<file path="config.mk">
export PLATFORM = sky130hd
export DESIGN_NAME = fc_decision
export DESIGN_NICKNAME = d
export VERILOG_FILES = /design/src/rtl/fc_decision_pkg.sv /design/src/rtl/fc_decision_cmp.sv /design/src/rtl/fc_decision.sv
export SDC_FILE = /design/constraint.sdc
export NUM_CORES = 1
export LEC_CHECK = 0
export CAP_MARGIN = 20
export CORE_ASPECT_RATIO = 0.75
export CORE_MARGIN = 1
export CORE_UTILIZATION = 50
export CTS_CLUSTER_SIZE = 14
export DETAILED_ROUTE_END_ITERATION = 16
export PLACE_DENSITY = 0.76
export REMOVE_ABC_BUFFERS = 1
export SETUP_SLACK_MARGIN = 0.4
export SLEW_MARGIN = 40
export SYNTH_ARGS = -nofsm -noshare
export SYNTH_HDL_FRONTEND = slang
export SYNTH_SLANG_ARGS = --single-unit
</file>
<file path="constraint.sdc">
create_clock -name clk -period 7.75 [get_ports clk]
set_clock_uncertainty 0.1 [all_clocks]
set_input_delay 1.55 -clock clk [delete_from_list [all_inputs] [get_ports clk]]
set_output_delay 1.55 -clock clk [all_outputs]
set_load 0.005 [all_outputs]
</file>
<file path="src/rtl/fc_decision_pkg.sv">
// Shared types and constants for the FC decision block: binary16 field layout,
// alarm FSM state encoding and small helpers.
package fc_decision_pkg;

   localparam int unsigned SIGN_W   = 1;
   localparam int unsigned EXP_W    = 5;
   localparam int unsigned MANT_W   = 10;
   localparam int unsigned FP16_W   = SIGN_W + EXP_W + MANT_W;
   localparam int unsigned MAG_W    = EXP_W + MANT_W;
   localparam int unsigned STREAK_W = 4;
   localparam int unsigned CNT_W    = 16;

   localparam logic [EXP_W-1:0] NAN_EXP = 5'h1F;

   typedef struct packed {
      logic [SIGN_W-1:0] sign;
      logic [EXP_W-1:0]  exp;
      logic [MANT_W-1:0] mant;
   } fp16_t;

   typedef enum logic [1:0] {
      ST_CLEAR,
      ST_ARMING,
      ST_ALARM,
      ST_RELEASING
   } alarm_state_t;

   function automatic logic fp16_is_nan(input fp16_t v);
      return (v.exp == NAN_EXP) && (v.mant != '0);
   endfunction

endpackage

</file>
<file path="src/rtl/fc_decision_cmp.sv">
// Combinational binary16 a >= b under sign-magnitude total order; NaN ranks
// below everything, two NaNs tie, +0 equals -0.
module fp16_cmp_ge
   import fc_decision_pkg::*;
(
   input  logic [FP16_W-1:0] a,
   input  logic [FP16_W-1:0] b,
   output logic              a_ge_b
);

   fp16_t             fa;
   fp16_t             fb;
   logic              nan_a;
   logic              nan_b;
   logic [MAG_W-1:0]  mag_a;
   logic [MAG_W-1:0]  mag_b;

   assign fa    = fp16_t'(a);
   assign fb    = fp16_t'(b);
   assign nan_a = fp16_is_nan(fa);
   assign nan_b = fp16_is_nan(fb);
   assign mag_a = {fa.exp, fa.mant};
   assign mag_b = {fb.exp, fb.mant};

   always_comb begin
      a_ge_b = 1'b1;
      if (nan_a && nan_b) begin
         a_ge_b = 1'b1;
      end else if (nan_a) begin
         a_ge_b = 1'b0;
      end else if (nan_b) begin
         a_ge_b = 1'b1;
      end else if ((mag_a == '0) && (mag_b == '0)) begin
         a_ge_b = 1'b1;
      end else if (fa.sign != fb.sign) begin
         a_ge_b = (fa.sign == 1'b0);
      end else if (fa.sign == 1'b0) begin
         a_ge_b = (mag_a >= mag_b);
      end else begin
         // both negative: smaller magnitude is the larger value
         a_ge_b = (mag_a <= mag_b);
      end
   end

endmodule

</file>
<file path="src/rtl/fc_decision.sv">
// Two-stage FC logit classifier (human vs background) with debounced alarm
// FSM and saturating frame statistics.
module fc_decision
   import fc_decision_pkg::*;
#(
   parameter int unsigned datawidth      = 16,
   parameter int unsigned output_nodes   = 2,
   parameter int unsigned CONFIRM_FRAMES = 3,
   parameter int unsigned RELEASE_FRAMES = 3
) (
   input  logic                              clk,
   input  logic                              reset,
   input  logic                              fc_done,
   input  logic [datawidth*output_nodes-1:0] fc_data,
   input  logic                              clear,
   output logic                              class_valid,
   output logic                              class_id,
   output logic                              human_alarm,
   output logic [CNT_W-1:0]                  human_frames,
   output logic [CNT_W-1:0]                  total_frames
);

   localparam int unsigned DATA_W = datawidth * output_nodes;
   localparam logic [STREAK_W-1:0] CONFIRM_N = STREAK_W'(CONFIRM_FRAMES);
   localparam logic [STREAK_W-1:0] RELEASE_N = STREAK_W'(RELEASE_FRAMES);
   localparam logic [CNT_W-1:0]    CNT_MAX   = '1;

   logic                s1_valid;
   logic [DATA_W-1:0]   s1_data;
   logic                is_human_c;
   alarm_state_t        state;
   logic [STREAK_W-1:0] streak;
   logic [STREAK_W-1:0] streak_inc_c;

   assign streak_inc_c = streak + STREAK_W'(1);

   fp16_cmp_ge u_cmp (
      .a      (s1_data[2*datawidth-1:datawidth]),
      .b      (s1_data[datawidth-1:0]),
      .a_ge_b (is_human_c)
   );

   // stage 1: capture logits
   always_ff @(posedge clk or posedge reset) begin
      if (reset) begin
         s1_valid <= 1'b0;
         s1_data  <= '0;
      end else begin
         s1_valid <= fc_done;
         if (fc_done) begin
            s1_data <= fc_data;
         end
      end
   end

   // stage 2: registered class result
   always_ff @(posedge clk or posedge reset) begin
      if (reset) begin
         class_valid <= 1'b0;
         class_id    <= 1'b0;
      end else begin
         class_valid <= s1_valid;
         if (s1_valid) begin
            class_id <= is_human_c;
         end
      end
   end

   // Alarm FSM advances on the same edge that raises class_valid so the
   // alarm level lines up with the class pulse.
   always_ff @(posedge clk or posedge reset) begin
      if (reset) begin
         state       <= ST_CLEAR;
         streak      <= '0;
         human_alarm <= 1'b0;
      end else if (clear) begin
         state       <= ST_CLEAR;
         streak      <= '0;
         human_alarm <= 1'b0;
      end else if (s1_valid) begin
         case (state)
            ST_CLEAR: begin
               if (is_human_c) begin
                  streak <= STREAK_W'(1);
                  if (CONFIRM_N == STREAK_W'(1)) begin
                     state       <= ST_ALARM;
                     human_alarm <= 1'b1;
                  end else begin
                     state <= ST_ARMING;
                  end
               end
            end
            ST_ARMING: begin
               if (is_human_c) begin
                  streak <= streak_inc_c;
                  if (streak_inc_c == CONFIRM_N) begin
                     state       <= ST_ALARM;
                     human_alarm <= 1'b1;
                  end
               end else begin
                  state  <= ST_CLEAR;
                  streak <= '0;
               end
            end
            ST_ALARM: begin
               if (!is_human_c) begin
                  streak <= STREAK_W'(1);
                  if (RELEASE_N == STREAK_W'(1)) begin
                     state       <= ST_CLEAR;
                     human_alarm <= 1'b0;
                  end else begin
                     state <= ST_RELEASING;
                  end
               end
            end
            ST_RELEASING: begin
               if (!is_human_c) begin
                  streak <= streak_inc_c;
                  if (streak_inc_c == RELEASE_N) begin
                     state       <= ST_CLEAR;
                     human_alarm <= 1'b0;
                  end
               end else begin
                  state  <= ST_ALARM;
                  streak <= '0;
               end
            end
            default: begin
               state       <= ST_CLEAR;
               streak      <= '0;
               human_alarm <= 1'b0;
            end
         endcase
      end
   end

   // saturating frame statistics
   always_ff @(posedge clk or posedge reset) begin
      if (reset) begin
         total_frames <= '0;
         human_frames <= '0;
      end else if (clear) begin
         total_frames <= '0;
         human_frames <= '0;
      end else if (s1_valid) begin
         if (total_frames != CNT_MAX) begin
            total_frames <= total_frames + CNT_W'(1);
         end
         if (is_human_c && (human_frames != CNT_MAX)) begin
            human_frames <= human_frames + CNT_W'(1);
         end
      end
   end

endmodule
</file>
# After elaboration in Yosys (flattened, before gate mapping)
# Cells that the tools add are included.
[op_classes] addsub=3 multipliers=0 div_mod_pow=0 order_cmp=2 eq_ne=17 shift=0 n_mux=35 bitwise_logic=1 reduce_logical=19
[op_table] cell="two-way mux 16 bit" n=6
[op_table] cell="adder 16 x 1 -> 16 bit, second input constant" n=2
[op_table] cell="inequality test 16 bit, second input constant" n=2
[op_table] cell="logical NOT 15 bit" n=2
[op_table] cell="two-way mux 4 bit" n=6
[op_table] cell="nonzero test 10 bit" n=2
[op_table] cell="inequality test 3 bit, second input constant" n=6
[op_table] cell="two-way mux 2 bit" n=8
[op_table] cell="one-hot mux 4 bit (4 select lines)" n=1
[op_table] cell=">= comparator 15 bit" n=1
[op_table] cell="<= comparator 15 bit" n=1
[op_table] cell="two-way mux 1 bit" n=12
[op_table] cell="== test 5 bit, second input constant" n=2
[op_table] cell="inequality test 4 bit, second input constant" n=2
[op_table] cell="one-hot mux 2 bit (4 select lines)" n=1
[op_table] cell="AND reduction 6 bit" n=1
[op_table] cell="nonzero test 2 bit" n=3
[op_table] cell="logical AND 1 bit" n=5
[op_table] cell="AND reduction 5 bit" n=1
[op_table] cell="adder 4 x 1 -> 4 bit, second input constant" n=1
[op_table] cell="== test 2 bit, second input constant" n=2
[op_table] cell="== test 4 x 2 -> 1 bit, second input constant" n=1
[op_table] cell="AND reduction 2 bit" n=2
[op_table] cell="AND reduction 3 bit" n=1
[op_table] cell="6 further kinds" n=6
[totals] reg_bits=74 latch_bits=0 mem_bits_rw=0 rom_bits=0 output_inout_bits=35 elab_cells=86 memories=0

# Longest topological paths before layout
# Gate-level depths: netlist (run 1).
[logic_depth] depth_word=11 ltp_mapped=11 ltp_nobuf=9

# Modules after synthesis
# A second synthesis (run 1) with hierarchy kept.
[unflattened] cells_unflattened=382 area_unflattened_um2=3993.8
[by_module_without_submodules] module="fc_decision" n_inst=1 cells_each=304 area_per_inst_um2=3442.1 seq_area_each_um2=1851.8
[by_module_without_submodules] module="fp16_cmp_ge" n_inst=1 cells_each=78 area_per_inst_um2=551.8 seq_area_each_um2=0.0

# Worst setup path after synthesis (run 1)
# OpenSTA, ideal clock, no wires.
[synth_path] path_kind="input-to-reg" from="input clear" to="register total_frames[10]" arrival_ns=2.638 required_time_ns=7.572 path_slack_ns=4.934 stages=5 n_path_buf=0 cell_sequence="inv_1 -> a21boi_0 -> nand2_1 -> or3_1 -> a21oi_1"
[synth_between] elab_chain_cells=2
[synth_rtl] element="start, declared" line="fc_decision.sv:15" text="input logic clear,"
[synth_rtl] element="nonzero test 2 bit (no line)"
[synth_rtl] element="AND reduction 2 bit (no line)"
[synth_rtl] element="end signal, assigned" line="fc_decision.sv:147" text="total_frames <= total_frames + CNT_W'(1);"
[synth_rtl] element="end, declared" line="fc_decision.sv:20" text="output logic [CNT_W-1:0] total_frames"
# Several ways; a longest one is shown, not always the timed one.
# A chain may end at the register's enable or synchronous reset.

# Worst setup path in the final report (run 1)
# Ends and elaborated chain as after synthesis.

==> results.cfg, run 1 <==
[synthesis]
ys_seq_area_frac = 0.466
synth.top_cell.area_share = 0.466
synth_area_sq_um = 3970
synthTopCellsByArea = dfrtp_1 47%, ha_1 6.0%, mux2_2 6.0%
synth_top_area_cell = dfrtp_1
ys_ff_latch = 74
synth.yosys.warnings = 0
async_reset_ff_frac = 1.00
postSynthAreaPerCell_sq_um = 9.79
synth_cells = 406
synth_edf_count = 0
yosys_most_used_dff = dfrtp_1
synth_cell_types = 45

[clock_network]
numCtsBuffers = 9
postCtsSetupRepairBufs = 0
clock_sinks = 74
cts.path.max_buffers = 2
clk_pin_slew_ps = 80
hold_buffers = 0
cts.repair.resized = 0
h-tree-depth = 3
clk_latency_ps = 350
cts_tree = done
cts_root_buffer = clkbuf_8

[cells_and_area]
final_cells = 580
final.fill_count = 634
final_nets = 530
antenna_cells = 0
final_common_cell = dfrtp_1
final_cell_mix = 74 x dfrtp_1, 70 x clkdlybuf4s50_1, 38 x nand2_1, 38 x nor2_1, 30 x inv_1
stdcell_area_sq_um = 4920
syn_to_final_growth_pct = 23.7
drive_gt1_frac = 0.109

[timing]
setup_viol = 0
tightest_slew_ps = 665
fin_crit_sh = 0.484
layout_setup_ws_ps = 4000
fin_crit_ps = 3750
clock.fmax_mhz = 267
hold_viol_final = 0
drv_slew = 0
rsz0062_at_grt = false
fin_setup_tns_ps = 0
slew_headroom = 0.557

[min_path]
hold_path.class = reg2reg

[drt]
drc_errors = 0
wl_per_cell_um = 15.1
drt_iter0_markers = 113
firstDrtPassIters = 4
dr_total_vias = 3249
postRouteAntennaNets = 0
routed_wl_um = 8740
vias_per_cell = 5.60

[global_routing]
grt_pass1_vias = 3154
grt_use_total = 0.228
grt_pass1_wl_um = 15000
antenna_found_initial = 0
globalRouteOverflowTotal = 0
grt_max_degree = 75

[worst_setup_path]
crit_type = in2reg
required_ps = 7930
worst-path-max-fanout = 48
critPathCaptureType = register
arrival_ps = 3940
critPathLaunchType = input port

[placement]
dp_hpwl_um = 6280
portBuffers = 70
gp_congestion = 0.837
place_ws_ps = 3640
dp.cells = 565
dpl_cell_area_sq_um = 4760

[floorplanning]
die-area_sq_um = 8310
ios = 71
die_y_um = 79.2
die_w_um = 105
coreArea_sq_um = 7500
start_util = 0.530
rows = 27

[power_and_ir_drop]
vdd_ir_drop_max_mv = 0.0878
powerDensity_nw_per_um2 = 165
p_leak_uw = 0.00210

[outcome]
status = finished, final reports clean

[flow_run]
cap_violations = 0
[worst max-delay path: stages]
cell and delay, ps:
clkdlybuf4s50_1 450, buf_4 410, inv_1 210, a21boi_0 550
nand2_1 240, or3_1 350, a21oi_1 140
[flip-flops by register name (all words and copies together), names as in the netlist]
name / flops
s1_data: 32
class_id: 1
state: 2
s1_valid: 1
human_frames: 16
human_alarm: 1
streak: 4
class_valid: 1
total_frames: 16
[Yosys cell counts, types with 6 or more instances]
cell type and number:
a21oi_1 20, and3_1 6, ha_1 19, nor2b_1 7
nand2_1 38, nand4_1 22, nor2_1 38, xor2_1 9
clkbuf_1 13, dfrtp_1 74, mux2_2 21, o21ai_0 28
inv_1 31, nand3_1 17
[stage by stage]
stage	hold WS (ps)	power [uW]	utilization
5_1_grt	462	853	0.655
2_1_floorplan	396	506	-
4_1_cts	436	817	0.655
3_5_place_dp	419	568	0.635
3_3_place_gp	384	560	0.634
6_report	422	812	0.655
[routing by layer]
layer	routed length, um	share of wire	track usage
met1	4260	0.49	0.305
met2	4000	0.46	0.369
met3	376	0.043	0.0616
met4	106	0.012	0.0577
met5	0	0	0
[area by class of cell]
class / count / area (sq um) / area share
Timing Repair Buffer: 74 / 734 / 0.149
Multi-Input combinational cell: 285 / 1940 / 0.394
Clock inverter: 4 / 20.0 / 0.00407
Clock buffer: 11 / 131 / 0.0267
Inverter: 31 / 116 / 0.0237
Tap cell: 101 / 126 / 0.0257
Sequential cell: 74 / 1850 / 0.377
[power by group]
| part | internal, uW | switching (uW) | total, uW |
|---|---|---|---|
| Clock | 112 | 138 | 251 |
| Combinational | 62.5 | 70.7 | 133 |
| Sequential | 407 | 21.0 | 428 |
| Total | 582 | 230 | 812 |
[logic make-up (layout without fill, tap and decap cells)]
logic type | Yosys count | in the layout | synth area share
fa+ha+maj | 19 | 19 | 0.0598
mux | 24 | 24 | 0.0674
buf+inv | 47 | 120 | 0.0482
compound gates | 78 | 78 | 0.133
xor+xnor | 13 | 13 | 0.0287
simple gates | 151 | 151 | 0.197
flops | 74 | 74 | 0.466
[worst paths after layout]
check / from / end / slack, ps / cells past startpoint
worst max-delay path: clear / total_frames[10] / 4000 / 7
worst min-delay path: class_id / class_id / 420 / 2
worst max register to register: s1_data[10] / human_frames[15] / 4670 / 10
worst min register to register: class_id / class_id / 420 / 2
max in group asynchronous: reset / s1_data[20] / 5510 / 3
min in group asynchronous: reset / human_frames[8] / 1570 / 3
No activity file was read; power rests on OpenSTA's default activity.
==> inputs of run 2 (changes only) <==
==> constraint.sdc (replaced) <==
create_clock -name clk -period 3.7 [get_ports clk]
set_clock_uncertainty 0.1 [all_clocks]
set_input_delay 0.74 -clock clk [delete_from_list [all_inputs] [get_ports clk]]
set_output_delay 0.74 -clock clk [all_outputs]
set_load 0.005 [all_outputs]
==> run 2 against run 1 <==
Total power grew 140%; final cell count is 0.17% higher; global-route usage barely moved; via count up 0.89%; critical path depth grew 3; hold slack got worse by 5.1 ps; design area rose by 2.1%; sequential cell count did not move; clock-buffer cell count up 1; critical endpoint is now human_frames[15]; clock power grew to 3.1 times the previous value.
==> results.cfg, run 2 (synthesized netlist as in run 1, its figures left out) <==
[global_routing]
grt_pass1_vias = 3117
grt_pass1_wl_um = 15000
grt_use_total = 0.228
grt_max_degree = 49
globalRouteOverflowTotal = 0
antenna_found_initial = 0

[drt]
drc_errors = 0
routed_wl_um = 8940
wl_per_cell_um = 15.4
postRouteAntennaNets = 0
firstDrtPassIters = 4
vias_per_cell = 5.64
dr_total_vias = 3278
drt_iter0_markers = 179

[outcome]
status = finished, final reports clean

[clock_network]
numCtsBuffers = 9
postCtsSetupRepairBufs = 0
clk_pin_slew_ps = 80
clock_sinks = 74
cts_root_buffer = clkbuf_8
h-tree-depth = 3
cts_tree = done
cts.path.max_buffers = 2
cts.repair.resized = 0
clk_latency_ps = 350
hold_buffers = 0

[worst_setup_path]
worst-path-max-fanout = 20
cp_cell_sequence = inv_1, ha_1, a21oi_1, o21ai_0, a221oi_1, nand4_1, a31oi_1, buf_4, and3b_1, mux2_1
arrival_ps = 3190
cp_slowest_stage_delay_ps = 400
critPathLaunchType = register
crit_type = reg2reg
critPathSlowestCell = dfrtp_1
required_ps = 3840
critPathCaptureType = register

[floorplanning]
rows = 27
ios = 71
coreArea_sq_um = 7500
die-area_sq_um = 8310
die_w_um = 105
start_util = 0.530
die_y_um = 79.2

[power_and_ir_drop]
powerDensity_nw_per_um2 = 388
finalPower_uw = 1950
p_leak_uw = 0.00214
vdd_ir_drop_max_mv = 0.270

[placement]
portBuffers = 70
dp_hpwl_um = 6370
gp_congestion = 0.786

[cells_and_area]
final.fill_count = 602
final_common_cell = dfrtp_1
final_cell_mix = 74 x dfrtp_1, 70 x clkdlybuf4s50_1, 38 x nand2_1, 38 x nor2_1, 30 x inv_1
syn_to_final_growth_pct = 26.3
largest_register_ffs = 32
final_nets = 530
reg_top3 = s1_data (32), human_frames (16), total_frames (16)
top_register = s1_data
drive_gt1_frac = 0.110
antenna_cells = 0

[timing]
clock.fmax_mhz = 327
drv_slew = 0
fin_setup_tns_ps = 0
fin_crit_ps = 3050
hold_viol_final = 0
setup_viol = 0
tightest_slew_ps = 658
hold_slack_ps = 417
slew_headroom = 0.558
rsz0062_at_grt = false
fin_crit_sh = 0.825

[flow_run]
cap_violations = 0

[min_path]
hold_path.class = reg2reg
-- run 2: layout make-up --
cell class              instances  area (sq um)  area share
multi-input cells             285          1940       0.386
flip-flops and latches         74          1850       0.369
clock buffers                  12           145      0.0289
inverters                      31           116      0.0232
clock inverters                 4          98.8      0.0197
well taps                     101           126      0.0252
repair buffers                 74           743       0.148
-- run 2: routing by layer --
layer,up-vias,GRT usage,part of all wire
li1,1580,-,-
met5,-,0,0
met4,0,0.0676,0.015
met1,1597,0.305,0.47
met3,14,0.0624,0.049
met2,87,0.365,0.47
-- run 2: critical path: cells and delay by family (launching register included) --
family | cells | cell delay, ps
flip-flops | 1 | 400
adder cells (fa/ha/maj) | 1 | 320
multiplexers | 1 | 310
AND/OR/NAND/NOR | 2 | 540
AO/OA/AOI/OAI | 4 | 920
buffers and inverters | 2 | 350
-- run 2: power breakdown --
part	switching, uW	internal (uW)	leakage (uW)
clock network	303	469	0.000121
registers	44.9	853	0.000957
logic	146	131	0.00106
total	494	1450	0.00214
-- run 2: worst paths after layout --
path / start / to / slack (ps) / cells past startpoint
worst min-delay path: class_id / class_id / 420 / 2
max in group asynchronous: reset / streak[2] / 2150 / 3
min in group asynchronous: reset / human_frames[9] / 690 / 2
worst max-delay path: s1_data[8] / human_frames[15] / 650 / 10
worst min register to register: class_id / class_id / 420 / 2
worst max register to register: s1_data[8] / human_frames[15] / 650 / 10
-- run 2: per-stage QoR --
stage	worst slack, ps	utilization	cells	instance area, sq um
5_1_grt	435	0.669	581	5020
6_report	646	0.669	581	5020
4_1_cts	653	0.668	581	5010
3_5_place_dp	716	0.636	565	4770
3_3_place_gp	800	0.636	565	4770
2_1_floorplan	263	-	390	3900
==> inputs of run 3 (changes only) <==
==> constraint.sdc (replaced) <==
create_clock -name clk -period 2.9 [get_ports clk]
set_clock_uncertainty 0.1 [all_clocks]
set_input_delay 0.58 -clock clk [delete_from_list [all_inputs] [get_ports clk]]
set_output_delay 0.58 -clock clk [all_outputs]
set_load 0.005 [all_outputs]
==> run 3 against run 2 <==
Sequential cell count stayed put; final cell count rose by 7.4%; design area rose by 12%; hold slack gained 26 ps; sequential share of layout area shrank 4.0 points; combinational power is 110% higher; clock power shrank 4.4%; routed wire length increased by 24%; clock-buffer cell count stayed put; global-route usage up 3.6 points; largest power group unchanged; highest routed layer unchanged.
==> results.cfg, run 3 (synthesized netlist as in run 1, its figures left out) <==
[outcome]
status = finished, final reports clean

[placement]
portBuffers = 70
gp_congestion = 0.841
dp_hpwl_um = 6340
dp.cells = 573

[floorplanning]
die_y_um = 79.2
start_util = 0.530
ios = 71
die_w_um = 105
rows = 27
coreArea_sq_um = 7500
die-area_sq_um = 8310

[worst_setup_path]
cp.buffers_inverters = 2
startpoint = s1_data[13]
arrival_ps = 2910
critPathCaptureType = register
endpoint = human_frames[6]
reg2reg_slack_ps = 130
worst-path-max-fanout = 8
critPathLaunchType = register
required_ps = 3040
critPathSlowestCell = dfrtp_1
crit_family = compound AO/OA/AOI/OAI gates
cp_slowest_stage_delay_ps = 400
rr_startpoint = s1_data[13]
cp.depth = 9
r2r-end = human_frames[6]
rr_worst_depth = 9
crit_type = reg2reg
cp_cell_sequence = inv_2, ha_4, and4_1, a221oi_2, nand4_1, a31oi_4, buf_12, nand3_1, mux2_4

[clock_network]
clk_latency_ps = 350
clock_sinks = 74
clk_pin_slew_ps = 80
cts.path.max_buffers = 2
cts_root_buffer = clkbuf_8
cts_tree = done
numCtsBuffers = 9
h-tree-depth = 3
hold_buffers = 0

[drt]
wl_per_cell_um = 17.8
vias_per_cell = 5.85
drt_iter0_markers = 226
drc_errors = 0
firstDrtPassIters = 4
postRouteAntennaNets = 0
routed_wl_um = 11100
dr_total_vias = 3649

[cells_and_area]
reg_top3 = s1_data (32), human_frames (16), total_frames (16)
top_register = s1_data
largest_register_ffs = 32
final_nets = 573
final_common_cell = dfrtp_1
antenna_cells = 0
drive_gt1_frac = 0.256
final_cells = 624
syn_to_final_growth_pct = 41.6
final_cell_mix = 74 x dfrtp_1, 70 x clkdlybuf4s50_1, 38 x nand2_1, 38 x nor2_1, 36 x buf_4
finalCoreUtilization = 0.750

[timing]
fin_crit_ps = 2770
rsz0062_at_grt = true
hold_viol_final = 0
fin_crit_sh = 0.956
slew_headroom = 0.618
tightest_slew_ps = 570
setup_viol = 0
drv_slew = 0
clock.fmax_mhz = 361

[global_routing]
grt_max_degree = 49
grt_pass1_wl_um = 17000
grt_pass1_vias = 3449
grt_use_total = 0.264
antenna_found_initial = 0
globalRouteOverflowTotal = 0

[flow_run]
cap_violations = 0

[min_path]
hold_path.class = in2async

[power_and_ir_drop]
powerDensity_nw_per_um2 = 441
p_leak_uw = 0.00239
finalPower_uw = 2480
vdd_ir_drop_max_mv = 0.254
## run 3: per-layer routing
| metal | share of wire | GRT usage |
|---|---|---|
| met1 | 0.43 | 0.344 |
| met2 | 0.49 | 0.437 |
| met3 | 0.047 | 0.0575 |
| met4 | 0.035 | 0.0958 |
| met5 | 0 | 0 |
## run 3: what timing repair did
action                     in CTS  in global routing
setup endpoints to repair      18                 31
pin swaps                      27                 20
setup buffers                  22                 12
gates cloned                    1                  0
gates resized for setup        39                 20
## run 3: how the worst min path moves through the flow
stage,start,slack [ps],end
detailed placement,s1_data[31],420,s1_data[31]
CTS,reset,440,s1_data[28]
floorplan,s1_data[31],400,s1_data[31]
global route,reset,470,s1_data[26]
finish,reset,440,human_frames[8]
global placement,class_id,390,class_id
## run 3: cell type report
| cell class | count | area, sq um |
|---|---|---|
| clock buffers | 12 | 155 |
| well taps | 101 | 126 |
| fillers | 475 | 1870 |
| clock inverters | 4 | 26.3 |
| inverters | 31 | 116 |
| multi-input cells | 285 | 2210 |
| flip-flops and latches | 74 | 1850 |
| repair buffers | 117 | 1140 |
## run 3: where the power goes
group | internal (uW) | leakage (uW) | switching (uW)
Clock | 356 | 0.0000924 | 382
Sequential | 1090 | 0.000957 | 66.8
Combinational | 314 | 0.00134 | 274
## run 3: metrics by stage
stage	area, sq um	setup TNS, ps	setup WS, ps	hold slack (ps)
6_report	5630	0	128	443
5_1_grt	5630	0	46.7	471
4_1_cts	5440	0	313	439
3_5_place_dp	4840	0	177	424
3_3_place_gp	4840	0	251	387
2_1_floorplan	3900	-4680	-537	396
